<file path="src/rtl/ram_arbiter.sv">
`default_nettype none
// ============================================================================
// ram_arbiter : round-robin arbiter placing two requesters onto one RAM wrapper
// Revision    : 1.0
// ============================================================================
module ram_arbiter #(
    parameter int ADDR_W = 26,
    parameter int DATA_W = 16,
    parameter int TMO_W  = 10
) (
    input  logic              clk,
    input  logic              reset,
    input  logic              a_req,
    input  logic              a_we,
    input  logic [ADDR_W-1:0] a_addr,
    input  logic [DATA_W-1:0] a_wdata,
    output logic              a_gnt,
    output logic              a_done,
    output logic [DATA_W-1:0] a_rdata,
    input  logic              b_req,
    input  logic              b_we,
    input  logic [ADDR_W-1:0] b_addr,
    input  logic [DATA_W-1:0] b_wdata,
    output logic              b_gnt,
    output logic              b_done,
    output logic [DATA_W-1:0] b_rdata,
    output logic [ADDR_W-1:0] ram_addr,
    output logic [DATA_W-1:0] ram_din,
    output logic              ram_we,
    output logic              ram_rd_req,
    output logic              ram_rd_ack,
    input  logic [DATA_W-1:0] ram_dout,
    input  logic              ram_rdy,
    input  logic              ram_rd_pres,
    input  logic [ADDR_W-1:0] ram_max_addr,
    output logic              busy,
    output logic              err
);
    typedef enum logic [2:0] {
        IDLE    = 3'd0,
        WRITE   = 3'd1,
        RD_REQ  = 3'd2,
        RD_WAIT = 3'd3,
        DONE    = 3'd4
    } state_t;

    localparam logic             c_own_a   = 1'b0;
    localparam logic             c_own_b   = 1'b1;
    localparam logic [TMO_W-1:0] c_tmo_one = TMO_W'(1);

    state_t              state_q, state_d;
    logic                owner_q, owner_d;
    logic                last_q, last_d;
    logic                we_q, we_d;
    logic [ADDR_W-1:0]   addr_q, addr_d;
    logic [DATA_W-1:0]   wdata_q, wdata_d;
    logic [DATA_W-1:0]   a_rdata_q, a_rdata_d;
    logic [DATA_W-1:0]   b_rdata_q, b_rdata_d;
    logic [TMO_W-1:0]    tmo_q, tmo_d;
    logic                err_q, err_d;

    logic                sel_b;
    logic                sel_we;
    logic [ADDR_W-1:0]   sel_addr;
    logic [DATA_W-1:0]   sel_wdata;

    always_ff @(posedge clk or negedge reset) begin
        if (!reset) begin
            state_q   <= IDLE;
            owner_q   <= c_own_a;
            last_q    <= c_own_a;
            we_q      <= 1'b0;
            addr_q    <= '0;
            wdata_q   <= '0;
            a_rdata_q <= '0;
            b_rdata_q <= '0;
            tmo_q     <= '0;
            err_q     <= 1'b0;
        end else begin
            state_q   <= state_d;
            owner_q   <= owner_d;
            last_q    <= last_d;
            we_q      <= we_d;
            addr_q    <= addr_d;
            wdata_q   <= wdata_d;
            a_rdata_q <= a_rdata_d;
            b_rdata_q <= b_rdata_d;
            tmo_q     <= tmo_d;
            err_q     <= err_d;
        end
    end

    always_comb begin
        state_d    = state_q;
        owner_d    = owner_q;
        last_d     = last_q;
        we_d       = we_q;
        addr_d     = addr_q;
        wdata_d    = wdata_q;
        a_rdata_d  = a_rdata_q;
        b_rdata_d  = b_rdata_q;
        tmo_d      = tmo_q;
        err_d      = err_q;
        a_gnt      = 1'b0;
        b_gnt      = 1'b0;
        ram_rd_ack = 1'b0;

        // B wins a tie only when A was the last one served
        sel_b     = b_req && (!a_req || (last_q == c_own_a));
        sel_we    = sel_b ? b_we    : a_we;
        sel_addr  = sel_b ? b_addr  : a_addr;
        sel_wdata = sel_b ? b_wdata : a_wdata;

        case (state_q)
            IDLE: begin
                if (reset && ram_rdy && (a_req || b_req)) begin
                    a_gnt   = !sel_b;
                    b_gnt   = sel_b;
                    owner_d = sel_b;
                    we_d    = sel_we;
                    addr_d  = sel_addr;
                    wdata_d = sel_wdata;
                    err_d   = 1'b0;
                    if (sel_addr > ram_max_addr) begin
                        err_d   = 1'b1;
                        state_d = DONE;
                        if (sel_b) b_rdata_d = '0;
                        else       a_rdata_d = '0;
                    end else if (sel_we) begin
                        state_d = WRITE;
                    end else begin
                        state_d = RD_REQ;
                    end
                end
            end
            WRITE: state_d = DONE;
            RD_REQ: begin
                tmo_d   = '0;
                state_d = RD_WAIT;
            end
            RD_WAIT: begin
                // data arriving on the last timeout cycle still counts
                if (ram_rd_pres) begin
                    ram_rd_ack = 1'b1;
                    if (owner_q == c_own_b) b_rdata_d = ram_dout;
                    else                    a_rdata_d = ram_dout;
                    state_d = DONE;
                end else if (&tmo_q) begin
                    err_d = 1'b1;
                    if (owner_q == c_own_b) b_rdata_d = '0;
                    else                    a_rdata_d = '0;
                    state_d = DONE;
                end else begin
                    tmo_d = tmo_q + c_tmo_one;
                end
            end
            DONE: begin
                last_d  = owner_q;
                err_d   = 1'b0;
                state_d = IDLE;
            end
            default: state_d = IDLE;
        endcase
    end

    assign ram_addr   = addr_q;
    assign ram_din    = wdata_q;
    assign ram_we     = (state_q == WRITE);
    assign ram_rd_req = (state_q == RD_REQ);
    assign a_done     = (state_q == DONE) && (owner_q == c_own_a);
    assign b_done     = (state_q == DONE) && (owner_q == c_own_b);
    assign err        = (state_q == DONE) && err_q;
    assign busy       = (state_q != IDLE);
    assign a_rdata    = a_rdata_q;
    assign b_rdata    = b_rdata_q;

    // we_q is kept for the transaction record; the path choice is made at grant time
    logic unused_we;
    assign unused_we = we_q;

endmodule
`default_nettype wire

</file>
<file path="config.mk">
export PLATFORM = sky130hd
export DESIGN_NAME = ram_arbiter
export DESIGN_NICKNAME = d
export VERILOG_FILES = /design/src/rtl/ram_arbiter.sv
export SDC_FILE = /design/constraint.sdc
export NUM_CORES = 1
export LEC_CHECK = 0
export BUFFER_PORTS_ARGS = -buffer_cell sky130_fd_sc_hd__buf_2
export CAP_MARGIN = 20
export CORE_MARGIN = 8
export CORE_UTILIZATION = 38
export CTS_BUF_LIST = sky130_fd_sc_hd__clkbuf_16
export DETAILED_ROUTE_END_ITERATION = 7
export PLACE_DENSITY = 0.73
export SLEW_MARGIN = 25
export SYNTH_ARGS = -nofsm -noshare
export SYNTH_HDL_FRONTEND = slang
export SYNTH_SLANG_ARGS = --single-unit
export TNS_END_PERCENT = 50
</file>
<file path="constraint.sdc">
create_clock -name clk -period 6.8 [get_ports clk]
set_input_delay 0.34 -clock clk [delete_from_list [all_inputs] [get_ports clk]]
set_output_delay 0.34 -clock clk [all_outputs]
set_load 0.005 [all_outputs]
</file>
* Word level (Yosys, flattened, before mapping)
Index checks and enable logic that the tools add are counted.
Storage, ports and cells: register bits after elaboration 90, output and inout port bits 83
Operators by class: add/subtract/negate cells 1, $lt $le $gt $ge 1, eq/ne operators 14, mux-type cells 39, bitwise gates (word level) 2, reductions and logical operators 22
Operator list (number):
- two-way mux 16 bit | 15
- case mux 16 bit (2 select lines) | 2
- > comparator 26 bit | 1
- two-way mux 26 bit | 1
- two-way mux 10 bit | 2
- case mux 10 bit (2 select lines) | 1
- inequality test 2 bit, second input constant | 9
- two-way mux 3 bit | 4
- case mux 3 bit (4 select lines) | 1
- AND reduction 6 bit | 2
- two-way mux 1 bit | 11
- adder 10 x 1 -> 10 bit, second input constant | 1
- AND reduction 10 bit | 1
- equality test 3 x 2 -> 1 bit, second input constant | 2
- logical AND 1 bit | 6
- nonzero test 3 bit | 2
- AND reduction 2 bit | 2
- AND reduction 4 bit | 1
- nonzero test 2 bit | 2
- equality test 3 x 1 -> 1 bit, second input constant | 1
- equality test 3 bit, second input constant | 1
- zero test 3 bit | 1
- inequality test 3 bit, second input constant | 1
- case mux 1 bit (3 select lines) | 1
- 5 further kinds | 8

* Depth between registers and ports, before layout
depth in word-level cells 8, gate-level depth with buffers 12

* Worst setup path after synthesis
OpenSTA, ideal clock, no wires.
path kind register -> register, start point register last_q, end point register b_rdata_q[10] (netlist: b_rdata[10]), library setup time 0.125 ns, arrival 3.621 ns, required time 6.675 ns, setup slack 3.055 ns, cell stages (with the launch flop) 13, period minus slack after synthesis 3.745 ns, path through dfrtp_1 > a21boi_0 > clkbuf_1 > clkbuf_1 > mux2_2 > ha_1 > nand4_1 > nor3_1 > nand2_1 > or4_4 > a32oi_4 > buf_6 > mux2_2
Between the ends: word-level cells in the longest chain between the ends 7, elaborated cells on any way between the ends 8, those cells by class order compare: 1; eq/ne: 2; mux: 1; bitwise: 1; reduce/logical: 3
Ends and longest elaborated chain:
- start, declared | RTL line 53 | logic last_q, last_d;
- start signal, assigned | RTL line 71 | last_q <= c_own_a;
- start signal, assigned | RTL line 82 | last_q <= last_d;
- inverter 1 bit | RTL line 109 | sel_b = b_req && (!a_req || (last_q == c_own_a));
- logical OR 1 bit | RTL line 109
- logical AND 1 bit | RTL line 109
- two-way mux 26 bit | RTL line 111 | sel_addr = sel_b ? b_addr : a_addr;
- net sel_addr[15] | RTL line 64 | logic [ADDR_W-1:0] sel_addr;
- > comparator 26 bit | RTL line 124 | if (sel_addr > ram_max_addr) begin
- inequality test 2 bit (no line)
- AND reduction 6 bit (no line)
- end signal, assigned | RTL line 87 | b_rdata_q <= b_rdata_d;
- end, declared | RTL line 58 | logic [DATA_W-1:0] b_rdata_q, b_rdata_d;
The timed path passes the listed nets, and every way through them passes these cells. A chain may end at the register's enable or synchronous reset.

* Worst setup path after layout
start point register last_q, end point register a_rdata_q[14] (netlist: a_rdata[14])
Between the ends: word-level cells in the longest chain between the ends 7, elaborated cells on any way between the ends 8, those cells by class order compare: 1; eq/ne: 2; mux: 1; bitwise: 1; reduce/logical: 3
Ends and longest elaborated chain:
- inverter 1 bit | RTL line 109
- logical OR 1 bit | RTL line 109
- logical AND 1 bit | RTL line 109
- two-way mux 26 bit | RTL line 111
- net sel_addr[6] | RTL line 64
- > comparator 26 bit | RTL line 124
- inequality test 2 bit (no line)
- AND reduction 6 bit (no line)
- end signal, assigned | RTL line 86 | a_rdata_q <= a_rdata_d;
- end, declared | RTL line 57 | logic [DATA_W-1:0] a_rdata_q, a_rdata_d;
The timed path passes the listed nets, and every way through them passes these cells.

==> results by group <==
Outcome
  • Result of the run: finished clean

Routing
  • Vias after detailed routing: 4084
  • Average routed wire per standard cell: 16.92 um
  • Detailed-router iteration count before antenna repair: 6
  • Post-route DRC violation count: 0
  • Vias per inst: 4.968
  • Wirelength, routed: 13.91 mm
  • Iteration-0 DRC Markers: 167
  • ANT nets after route: 0

Min path
  • Hold/Removal Path Class: in -> async

STA
  • Final-report hold violation count: 0
  • Post-route setup TNS: 0 ps
  • Tmin final: 3794 ps
  • Setup repair after global routing missed its margin: no
  • Final worst path period share: 0.5580
  • Final clock skew: 6.903 ps
  • Peak Freq: 0.2635 GHz
  • Tightest Pin Transition: 685.0 ps
  • Finish-stage setup viols: 0
  • Final number of max-transition violations: 0
  • Worst rel slew slack: 0.5433

Yosys
  • Number of nets in the synthesized netlist: 593
  • Mapped Cells: 432
  • Synth async-reset ratio: 1.000
  • Post-synth design cell area: 4887 um2
  • Leading register cell type out of synthesis: sky130_fd_sc_hd__dfrtp_1
  • Number of flops mapped to enable cells by yosys: 0
  • Flop and latch count out of synthesis: 90
  • Mean instance size in the synthesized netlist: 11.31 um2
  • Count of distinct cell types in the synthesized netlist: 44
  • Synthesis Warnings: 0
  • Share of the yosys chip area belonging to registers: 0.4608

Clock tree
  • Maximum number of buffers from clock root to sink: 2
  • CTS clock-pin slew for the worst setup and hold paths: 70 ps
  • CTS-repair resized insts: 0
  • Post CTS Setup Buffer Count: 0
  • Number of buffers added to fix hold violations after cts: 0
  • Number of buffers created by CTS: 9
  • H-tree levels: 3
  • TritonCTS clock tree: done
  • Number of sinks handled by clock tree synthesis: 90
  • Source-to-sink clock delay at the later pin of the worst-skew pair: 340 ps
  • Clock tree root buffer cell: sky130_fd_sc_hd__clkbuf_16

Place
  • Area after DPL: 6142 um2
  • Placed wire-length estimate after detailed placement: 10.99 mm
  • Final estimated routing congestion in global placement: 0.8629
  • PortBufs: 216

Power
  • Power Dens Cells: 332.6 nW/um2
  • Static power due to leakage: 3.458 nW
  • IR Drop Worst-Case VDD: 0.1875 mV

Die
  • Area of the core: 12570 um2
  • Starting utilization of the core area: 0.3889
  • Die outline height: 129.4 um
  • Area enclosed by the die boundary: 16750 um2
  • Chip Width: 129.4 um
  • # IOs: 217
  • Number of rows created at floorplan: 41

GRT
  • Antenna violations before repair: 1
  • Largest net degree at the start of global routing: 63
  • Vias in the first global route: 4494
  • Residual overflow from global routing: 0
  • Wire length of the first global-routing pass: 22.18 mm
  • Tot GR Track Use: 0.1678

Finish
  • Layout filler cell count: 1144
  • Final net count: 805
  • Multi-input combinational cell area: 2441 um2
  • Most frequent cells in the layout: 215 x sky130_fd_sc_hd__buf_2, 90 x sky130_fd_sc_hd__dfrtp_1, 82 x sky130_fd_sc_hd__mux2_2
  • Final Cell Area: 6461 um2
  • Finished Core Util: 0.5141
  • Area taken by flip-flops and latches: 2252 um2
  • Most frequent standard cell in the layout excluding fill and tap cells: sky130_fd_sc_hd__buf_2
  • Area growth, synth to finish: 32.21%
  • Share of post-route cells with drive strength above 1: 0.5046

Run
  • # Max-Cap Violations: 0

Setup path
  • Required time worst endpoint: 7020 ps
  • Max FO, Critical Path: 25
  • FF-to-FF setup slack: 3010 ps
  • Capturing element type of the critical path: flop
  • Capture instance of the worst register-to-register path: a_rdata[14]
  • Setup Crit Path Kind: reg -> reg
  • Cells on worst reg2reg path: 10
  • Arrival time at the worst endpoint: 4020 ps
  • Source of the worst register-to-register timing path: last_q
  • Setup crit start kind: flop
state kept, by name, summed over array words and instances (netlist names):
name      count
ram_addr     26
state_q       3
tmo_q        10
owner_q       1
b_rdata      16
err_q         1
a_rdata      16
last_q        1
ram_din      16
cell type report:
type,instances,share of cell area
diodes,2,0.0007746
clock buffers,9,0.03486
clock inverters,6,0.01375
inverters,30,0.01743
multi-input cells,292,0.3778
flip-flops and latches,90,0.3486
well taps,172,0.03331
repair buffers,221,0.1735
worst max-delay path, cell delays in order, from the launching register on:
cell                        delay (ps)
sky130_fd_sc_hd__dfrtp_1           410
sky130_fd_sc_hd__a21boi_4          140
sky130_fd_sc_hd__buf_4             370
sky130_fd_sc_hd__mux2_2            400
sky130_fd_sc_hd__ha_1              310
sky130_fd_sc_hd__a31oi_1           160
sky130_fd_sc_hd__o21ai_0            90
sky130_fd_sc_hd__a2111oi_0         430
sky130_fd_sc_hd__o211ai_1          310
sky130_fd_sc_hd__a31oi_4           640
sky130_fd_sc_hd__mux2_2            410
worst max-delay path by stage:
| stage | start | endpoint | depth (start not counted) |
|---|---|---|---|
| after floorplan | last_q | b_rdata[10] | 12 |
| after global placement | a_req | b_rdata[8] | 11 |
| after detailed placement | a_req | b_rdata[6] | 11 |
| after CTS | last_q | b_rdata[13] | 10 |
| after global routing | last_q | b_rdata[7] | 10 |
| final | last_q | a_rdata[14] | 10 |
where the power goes:
part | total, mW | switching, mW | internal, mW | leakage (nW)
registers | 0.806 | 0.106 | 0.699 | 1.14
logic | 0.809 | 0.401 | 0.408 | 2.17
clock network | 0.534 | 0.213 | 0.321 | 0.150
synthesized netlist by cell type, types with 2 or more instances:
cell | instances | area (um2)
sky130_fd_sc_hd__a21o_1 | 2 | 15.01
sky130_fd_sc_hd__a21oi_1 | 29 | 145.1
sky130_fd_sc_hd__a221oi_1 | 2 | 17.52
sky130_fd_sc_hd__a31oi_4 | 2 | 42.54
sky130_fd_sc_hd__and3_1 | 21 | 131.4
sky130_fd_sc_hd__and3b_1 | 2 | 17.52
sky130_fd_sc_hd__buf_2 | 3 | 15.01
sky130_fd_sc_hd__buf_6 | 2 | 22.52
sky130_fd_sc_hd__clkbuf_1 | 14 | 52.55
sky130_fd_sc_hd__dfrtp_1 | 90 | 2252
sky130_fd_sc_hd__ha_1 | 27 | 337.8
sky130_fd_sc_hd__inv_1 | 30 | 112.6
sky130_fd_sc_hd__mux2_2 | 82 | 923.4
sky130_fd_sc_hd__mux2i_1 | 19 | 190.2
sky130_fd_sc_hd__nand2_1 | 15 | 56.30
sky130_fd_sc_hd__nand2b_1 | 2 | 12.51
sky130_fd_sc_hd__nand3_1 | 3 | 15.01
sky130_fd_sc_hd__nand3b_1 | 2 | 15.01
sky130_fd_sc_hd__nand4_1 | 7 | 43.79
sky130_fd_sc_hd__nor2_1 | 30 | 112.6
sky130_fd_sc_hd__nor3_1 | 7 | 35.03
sky130_fd_sc_hd__nor3b_1 | 3 | 22.52
sky130_fd_sc_hd__o211ai_1 | 2 | 15.01
sky130_fd_sc_hd__o21ai_0 | 8 | 40.04
sky130_fd_sc_hd__or2_2 | 2 | 12.51
sky130_fd_sc_hd__or3_1 | 4 | 25.02
sky130_fd_sc_hd__xnor2_1 | 3 | 26.28
sky130_fd_sc_hd__xor2_1 | 3 | 26.28
per-layer routing:
layer	vias up	track usage	wire length, um	part of all wire
li1	1956	-	-	-
met1	1963	0.1936	5541	0.40
met2	147	0.2920	7129	0.51
met3	18	0.04643	1019	0.073
met4	0	0.05874	220	0.016
met5	-	0	0	0
stage by stage:
stage / std cells / hold slack [ps] / worst slack (ps) / total power, mW
6_report: 822 / 12.57 / 3006 / 2.149
5_1_grt: 821 / 66.06 / 2689 / 2.294
4_1_cts: 820 / 31.97 / 2946 / 2.180
3_5_place_dp: 805 / 402.8 / 2899 / 1.637
3_3_place_gp: 805 / 393.7 / 2894 / 1.604
2_1_floorplan: 432 / 44.41 / 3055 / 1.296
cells by family after synthesis:
family	Yosys count	share of synthesized area
simple gates	103	0.1106
buf+inv	50	0.04301
compound gates	54	0.07553
mux	102	0.2302
xor+xnor	6	0.01075
fa+ha+maj	27	0.06912
flops	90	0.4608
(Power assumes the default switching activity.)
